==> src/rtl/dehaze_axis_framer.sv <==
// dehaze_axis_framer
// ------------------
// Output framing stage for the dehaze pipeline. Recovered pixels (J_R, J_G,
// J_B with a valid strobe, no upstream stall) are buffered in a small
// first-word-fall-through FIFO. They are presented as an AXI4-Stream master
// with TUSER marking the first pixel of a frame and TLAST marking the last.
// A pixel that arrives while the FIFO is full and is not being drained is
// dropped. The drop is flagged on a sticky overflow bit.
//
// Ports
//   clk, rst           single clock, synchronous active-high reset
//   in_valid           recovered pixel strobe (push, cannot be stalled)
//   in_J_R/G/B         recovered pixel channels, 8 bits each
//   M_AXIS_TDATA       {8'h00, R, G, B} of the FIFO head
//   M_AXIS_TVALID      FIFO non-empty
//   M_AXIS_TREADY      downstream ready
//   M_AXIS_TUSER       start of frame (first pixel)
//   M_AXIS_TLAST       end of frame (last pixel)
//   frame_done         one-cycle pulse after the TLAST beat is accepted
//   overflow           sticky, set when a pixel is dropped; cleared by rst
//   fifo_level         FIFO occupancy after the most recent edge
//   frame_state        current frame FSM state (0 = SOF, 1 = STREAM)
//
// Handshake: a beat transfers on every rising edge where TVALID and TREADY
// are both high. TVALID depends only on FIFO occupancy, never on TREADY. It
// falls only after a transfer empties the FIFO. While TVALID is high and
// TREADY is low, TDATA, TUSER and TLAST hold their values, because head,
// counters and FSM change only on a transfer.

module dehaze_axis_framer #(
  parameter int IMG_WIDTH  = 640,
  parameter int IMG_HEIGHT = 480,
  parameter int FIFO_DEPTH = 16
) (
  input  logic                          clk,
  input  logic                          rst,
  input  logic                          in_valid,
  input  logic [7:0]                    in_J_R,
  input  logic [7:0]                    in_J_G,
  input  logic [7:0]                    in_J_B,
  output logic [31:0]                   M_AXIS_TDATA,
  output logic                          M_AXIS_TVALID,
  input  logic                          M_AXIS_TREADY,
  output logic                          M_AXIS_TUSER,
  output logic                          M_AXIS_TLAST,
  output logic                          frame_done,
  output logic                          overflow,
  output logic [$clog2(FIFO_DEPTH):0]   fifo_level,
  output logic                          frame_state
);

  localparam int PTR_W = $clog2(FIFO_DEPTH);
  localparam int CNT_W = PTR_W + 1;
  localparam int COL_W = $clog2(IMG_WIDTH);
  localparam int ROW_W = (IMG_HEIGHT > 1) ? $clog2(IMG_HEIGHT) : 1;

  localparam logic [CNT_W-1:0] DEPTH_C  = CNT_W'(FIFO_DEPTH);
  localparam logic [COL_W-1:0] COL_LAST = COL_W'(IMG_WIDTH - 1);
  localparam logic [ROW_W-1:0] ROW_LAST = ROW_W'(IMG_HEIGHT - 1);
  localparam bit               ONE_PIX  = (IMG_WIDTH * IMG_HEIGHT == 1);

  typedef enum logic {
    SOF    = 1'b0,
    STREAM = 1'b1
  } state_t;

  logic [23:0]      mem [FIFO_DEPTH];
  logic [PTR_W-1:0] wr_ptr;
  logic [PTR_W-1:0] rd_ptr;
  logic [CNT_W-1:0] count;
  logic [COL_W-1:0] col;
  logic [ROW_W-1:0] row;
  state_t           state;
  state_t           state_nxt;

  logic valid;
  logic pop;
  logic wr_en;
  logic drop;
  logic at_last;
  logic tuser;

  assign valid   = (count != '0);
  assign pop     = valid & M_AXIS_TREADY;
  // A full FIFO still takes the new pixel when the head leaves on the same edge.
  assign wr_en   = in_valid & ((count != DEPTH_C) | pop);
  assign drop    = in_valid & (count == DEPTH_C) & ~pop;
  assign at_last = (col == COL_LAST) & (row == ROW_LAST);

  // Pixel storage. Contents need no reset; only the pointers and count
  // define what is valid.
  always_ff @(posedge clk) begin
    if (wr_en) begin
      mem[wr_ptr] <= {in_J_R, in_J_G, in_J_B};
    end
  end

  // Pointers and occupancy.
  always_ff @(posedge clk) begin
    if (rst) begin
      wr_ptr <= '0;
      rd_ptr <= '0;
      count  <= '0;
    end else begin
      if (wr_en) begin
        wr_ptr <= wr_ptr + PTR_W'(1);
      end
      if (pop) begin
        rd_ptr <= rd_ptr + PTR_W'(1);
      end
      case ({wr_en, pop})
        2'b10:   count <= count + CNT_W'(1);
        2'b01:   count <= count - CNT_W'(1);
        default: count <= count;
      endcase
    end
  end

  // Frame position counters follow accepted beats, not pushes. A dropped
  // pixel therefore shifts framing for the remainder of the frame.
  always_ff @(posedge clk) begin
    if (rst) begin
      col <= '0;
      row <= '0;
    end else if (pop) begin
      if (col == COL_LAST) begin
        col <= '0;
        if (row == ROW_LAST) begin
          row <= '0;
        end else begin
          row <= row + ROW_W'(1);
        end
      end else begin
        col <= col + COL_W'(1);
      end
    end
  end

  // Frame FSM: state register.
  always_ff @(posedge clk) begin
    if (rst) begin
      state <= SOF;
    end else begin
      state <= state_nxt;
    end
  end

  // Frame FSM: next state and TUSER.
  always_comb begin
    state_nxt = state;
    tuser     = 1'b0;
    case (state)
      SOF: begin
        tuser = valid;
        if (pop && !ONE_PIX) begin
          state_nxt = STREAM;
        end
      end
      STREAM: begin
        if (pop && at_last) begin
          state_nxt = SOF;
        end
      end
      default: begin
        state_nxt = SOF;
      end
    endcase
  end

  // Status flags.
  always_ff @(posedge clk) begin
    if (rst) begin
      frame_done <= 1'b0;
      overflow   <= 1'b0;
    end else begin
      frame_done <= pop & at_last;
      overflow   <= overflow | drop;
    end
  end

  // Zero the data bus while empty. TDATA is then clean out of reset,
  // and stale storage never appears on the bus.
  assign M_AXIS_TDATA  = valid ? {8'h00, mem[rd_ptr]} : 32'h0;
  assign M_AXIS_TVALID = valid;
  assign M_AXIS_TUSER  = tuser;
  assign M_AXIS_TLAST  = valid & at_last;
  assign fifo_level    = count;
  assign frame_state   = state;

endmodule
==> config.mk <==
export PLATFORM = sky130hd
export DESIGN_NAME = dehaze_axis_framer
export DESIGN_NICKNAME = d
export VERILOG_FILES = /design/src/rtl/dehaze_axis_framer.sv
export SDC_FILE = /design/constraint.sdc
export NUM_CORES = 1
export LEC_CHECK = 0
export BUFFER_PORTS_ARGS = -buffer_cell sky130_fd_sc_hd__clkbuf_2
export CORE_UTILIZATION = 57
export CTS_CLUSTER_DIAMETER = 50
export CTS_CLUSTER_SIZE = 24
export DETAILED_ROUTE_END_ITERATION = 10
export GPL_TIMING_DRIVEN = 0
export PLACE_DENSITY = 0.79
export SYNTH_ARGS = -nofsm -noshare
export SYNTH_HDL_FRONTEND = slang
export SYNTH_SLANG_ARGS = --single-unit
==> constraint.sdc <==
create_clock -name clk -period 3.6 [get_ports clk]
set_input_delay 0 -clock clk [delete_from_list [all_inputs] [get_ports clk]]
set_output_delay 0 -clock clk [all_outputs]
set_load 0.01 [all_outputs]
==> metrics.csv <==
metric;value;unit
outcome;finished, final reports clean;
viasPerCell;6.215;
cts_inserted_buffers;31;
cts_root_buffer;clkbuf_16;
setup_viol;0;
clock_latency;0.58;ns
min_period_over_period;0.9513;
area_growth;15.27;%
hold_depth;2;
dp_hpwl;21.03;mm
crit_arrival;3.42;ns
grt_max_degree;25;
post_drt_wl_per_cell;26.00;um
ant_nets;0;
die_area;29790;um2
power.density;614.6;nW/um2
overflow;0;
period_needed;3.425;ns
coreArea;28700;um2
setup_slack;0.1753;ns
vias;8664;
hold_path_class;in2reg;
worstPathRequired;3.60;ns
numPortBuffers;61;
hold_viol;0;
fin_skew;0.01925;ns
synth_flop_cell;edfxtp_1;
crit_chain;clkbuf_1, clkbuf_1, buf_1, mux4_2, mux2i_1, o22ai_1, clkbuf_2;
relSlewSlack;0.3229;
cts.path.max_buffers;3;
avgSynthCellArea;19.70;um2
slowest_delay;0.62;ns
nNetsFinal;1022;
leakage;6.002;nW
crit_path_frequent_cell;clkbuf_1;
first_global_vias;8886;
maxCapViolCount;0;
start_kind;flop;
ys_ff_latch;423;
antenna_found_initial;1;
fin_util;0.6662;
io_pins;71;
cp_slowest_cell;buf_1;
vdd_drop_max;0.0003520;V
ys_async_sr_fraction;0;
rr_worst_depth;7;
crit_path_max_fanout;10;
gp_congestion;0.7890;
cp-end-kind;primary output;
ys_types;54;
routed_wl;36.24;mm
placed_area;17800;um2
cts_sinks;423;
fin_area;19120;um2
row_count;62;
die_x;172.6;um
ys_warn_count;0;
layout-drive-gt1-share;0.2775;
dr.pass1.iters;5;
setup-tns-final;0;ns
grt_pass1_wl;54.32;mm
final_max_slew_viol_count;0;
post_cts_buffers;0;
fp.dieH;172.6;um
path_class;reg2out;
synth.cell_area;16590;um2
first_iter_violations;837;
post-place-ws;0.5032;ns
ys_seq_area_frac;0.7421;
h-tree-depth;1;
max_freq;292.0;MHz
drc;0;
cts_tree;yes;
path_clk_slew;0.09;ns
synth_edf_count;384;
rsz0062_at_grt;no;
start_util;0.5780;
grt_util_all_layers;0.2496;
tightest_slew;1.013;ns
syn_inst;842;
## layout make-up
class                           instances  area [um2]
Sequential cell                       423       12310
Fill cell                            1825        9580
Multi-Input combinational cell        365        4118
Timing Repair Buffer                  104       867.1
Clock buffer                           34       787.0
Tap cell                              384       480.5
Buffer                                 52       264.0
Clock inverter                         22       257.7
Inverter                                9       33.78
Antenna cell                            1       2.502
## power by group
part           leakage, nW  switching (mW)  internal [mW]
logic                 1.71            1.48           1.16
registers             3.78          0.0720           5.45
clock network        0.510            1.74           1.85
## flip-flops by register name, summed over array words and instances (netlist names), named ones only
name / cells
overflow: 1
fifo_level: 5
col: 10
mem: 384
wr_ptr: 4
frame_state: 1
row: 9
rd_ptr: 4
frame_done: 1
## metrics by stage
stage	instances	hold slack, ns	power [mW]
after floorplan	849	0.09887	7.371
after global placement	1294	0.3863	8.157
after detailed placement	1310	0.3938	8.224
after CTS	1393	0.3494	11.79
after global routing	1394	0.3724	12.13
final	1394	0.3553	11.75
## path summary, 6_finish.rpt
path	slack [ns]	to	startpoint
max reg2reg	0.52	mem[0][9]	fifo_level[0]
min	0.36	mem[1][10]	in_J_G[2]
min reg2reg	0.49	col[1]	col[1]
max	0.18	M_AXIS_TDATA[16]	flop
## layer usage
metal,track usage,part of all wire,up-vias
met1,0.3463,0.40,4415
li1,-,-,3731
met3,0.04288,0.085,58
met5,0,0,-
met2,0.4098,0.49,460
met4,0.07850,0.023,0
## cell families (layout without fill, tap and decap cells)
kind of cell               Yosys count  after routing  share of synthesized area
DFF                                423            423                     0.7421
muxes                              149            149                     0.1625
and+or+nand+nor                    108            108                    0.03477
AOI/OAI and AO/OA                   83             83                    0.03175
buffers and inverters               61            221                    0.01787
xor gates and xnor gates             9              9                   0.004752
adders and majority gates            8              8                   0.006034
other                                1              9                  0.0002260
## synthesized netlist by cell type, types with 2 or more instances
cell	n	area, um2
o211ai_1	4	30.03
nand2_1	16	60.06
nor2b_1	5	31.28
edfxtp_1	384	11530
o22ai_1	24	150.1
nor3_1	11	55.05
nand4_1	8	50.05
nand2b_1	4	25.02
buf_2	18	90.09
nor2_1	28	105.1
o21bai_1	2	15.01
or3_1	10	62.56
xnor2_1	3	26.28
mux4_2	96	2162
dfxtp_1	39	780.8
a21oi_1	21	105.1
o21ai_0	12	60.06
buf_1	4	15.01
inv_1	8	30.03
nand3_1	8	40.04
xor2_1	6	52.55
buf_4	10	75.07
mux2i_1	51	510.5
and3_1	7	43.79
o31ai_1	4	30.03
o2111ai_1	3	26.28
or4_1	4	30.03
clkbuf_1	19	71.32
ha_1	8	100.1
## worst max-delay path: cells and delay by family (launching register included)
family                 cells  cell delay, ns
buffers and inverters      4            1.64
muxes                      2            0.72
AOI/OAI and AO/OA          1            0.15
DFF                        1            0.32
## timing repair
item                       4_1_cts  5_1_grt
setup endpoints to repair        0        1
hold buffers                    27        0
hold endpoints to repair       391        0
gates resized for setup          0        1
## cell usage in the layout (no fill, tap or decap), types with 10 or more instances in the layout
master / netlist / final
a21oi_1: 21 / 21
buf_2: 18 / 18
buf_4: 10 / 11
clkbuf_1: 19 / 22
clkbuf_16: 0 / 31
clkbuf_2: 0 / 62
dfxtp_1: 39 / 39
dlygate4sd3_1: 0 / 27
edfxtp_1: 384 / 384
mux2i_1: 51 / 51
mux4_2: 96 / 96
nand2_1: 16 / 16
nor2_1: 28 / 16
nor2_4: 0 / 12
o21ai_0: 12 / 12
o22ai_1: 24 / 24
or3_1: 10 / 10
Note: power is estimated with default switching activity, not from simulation.
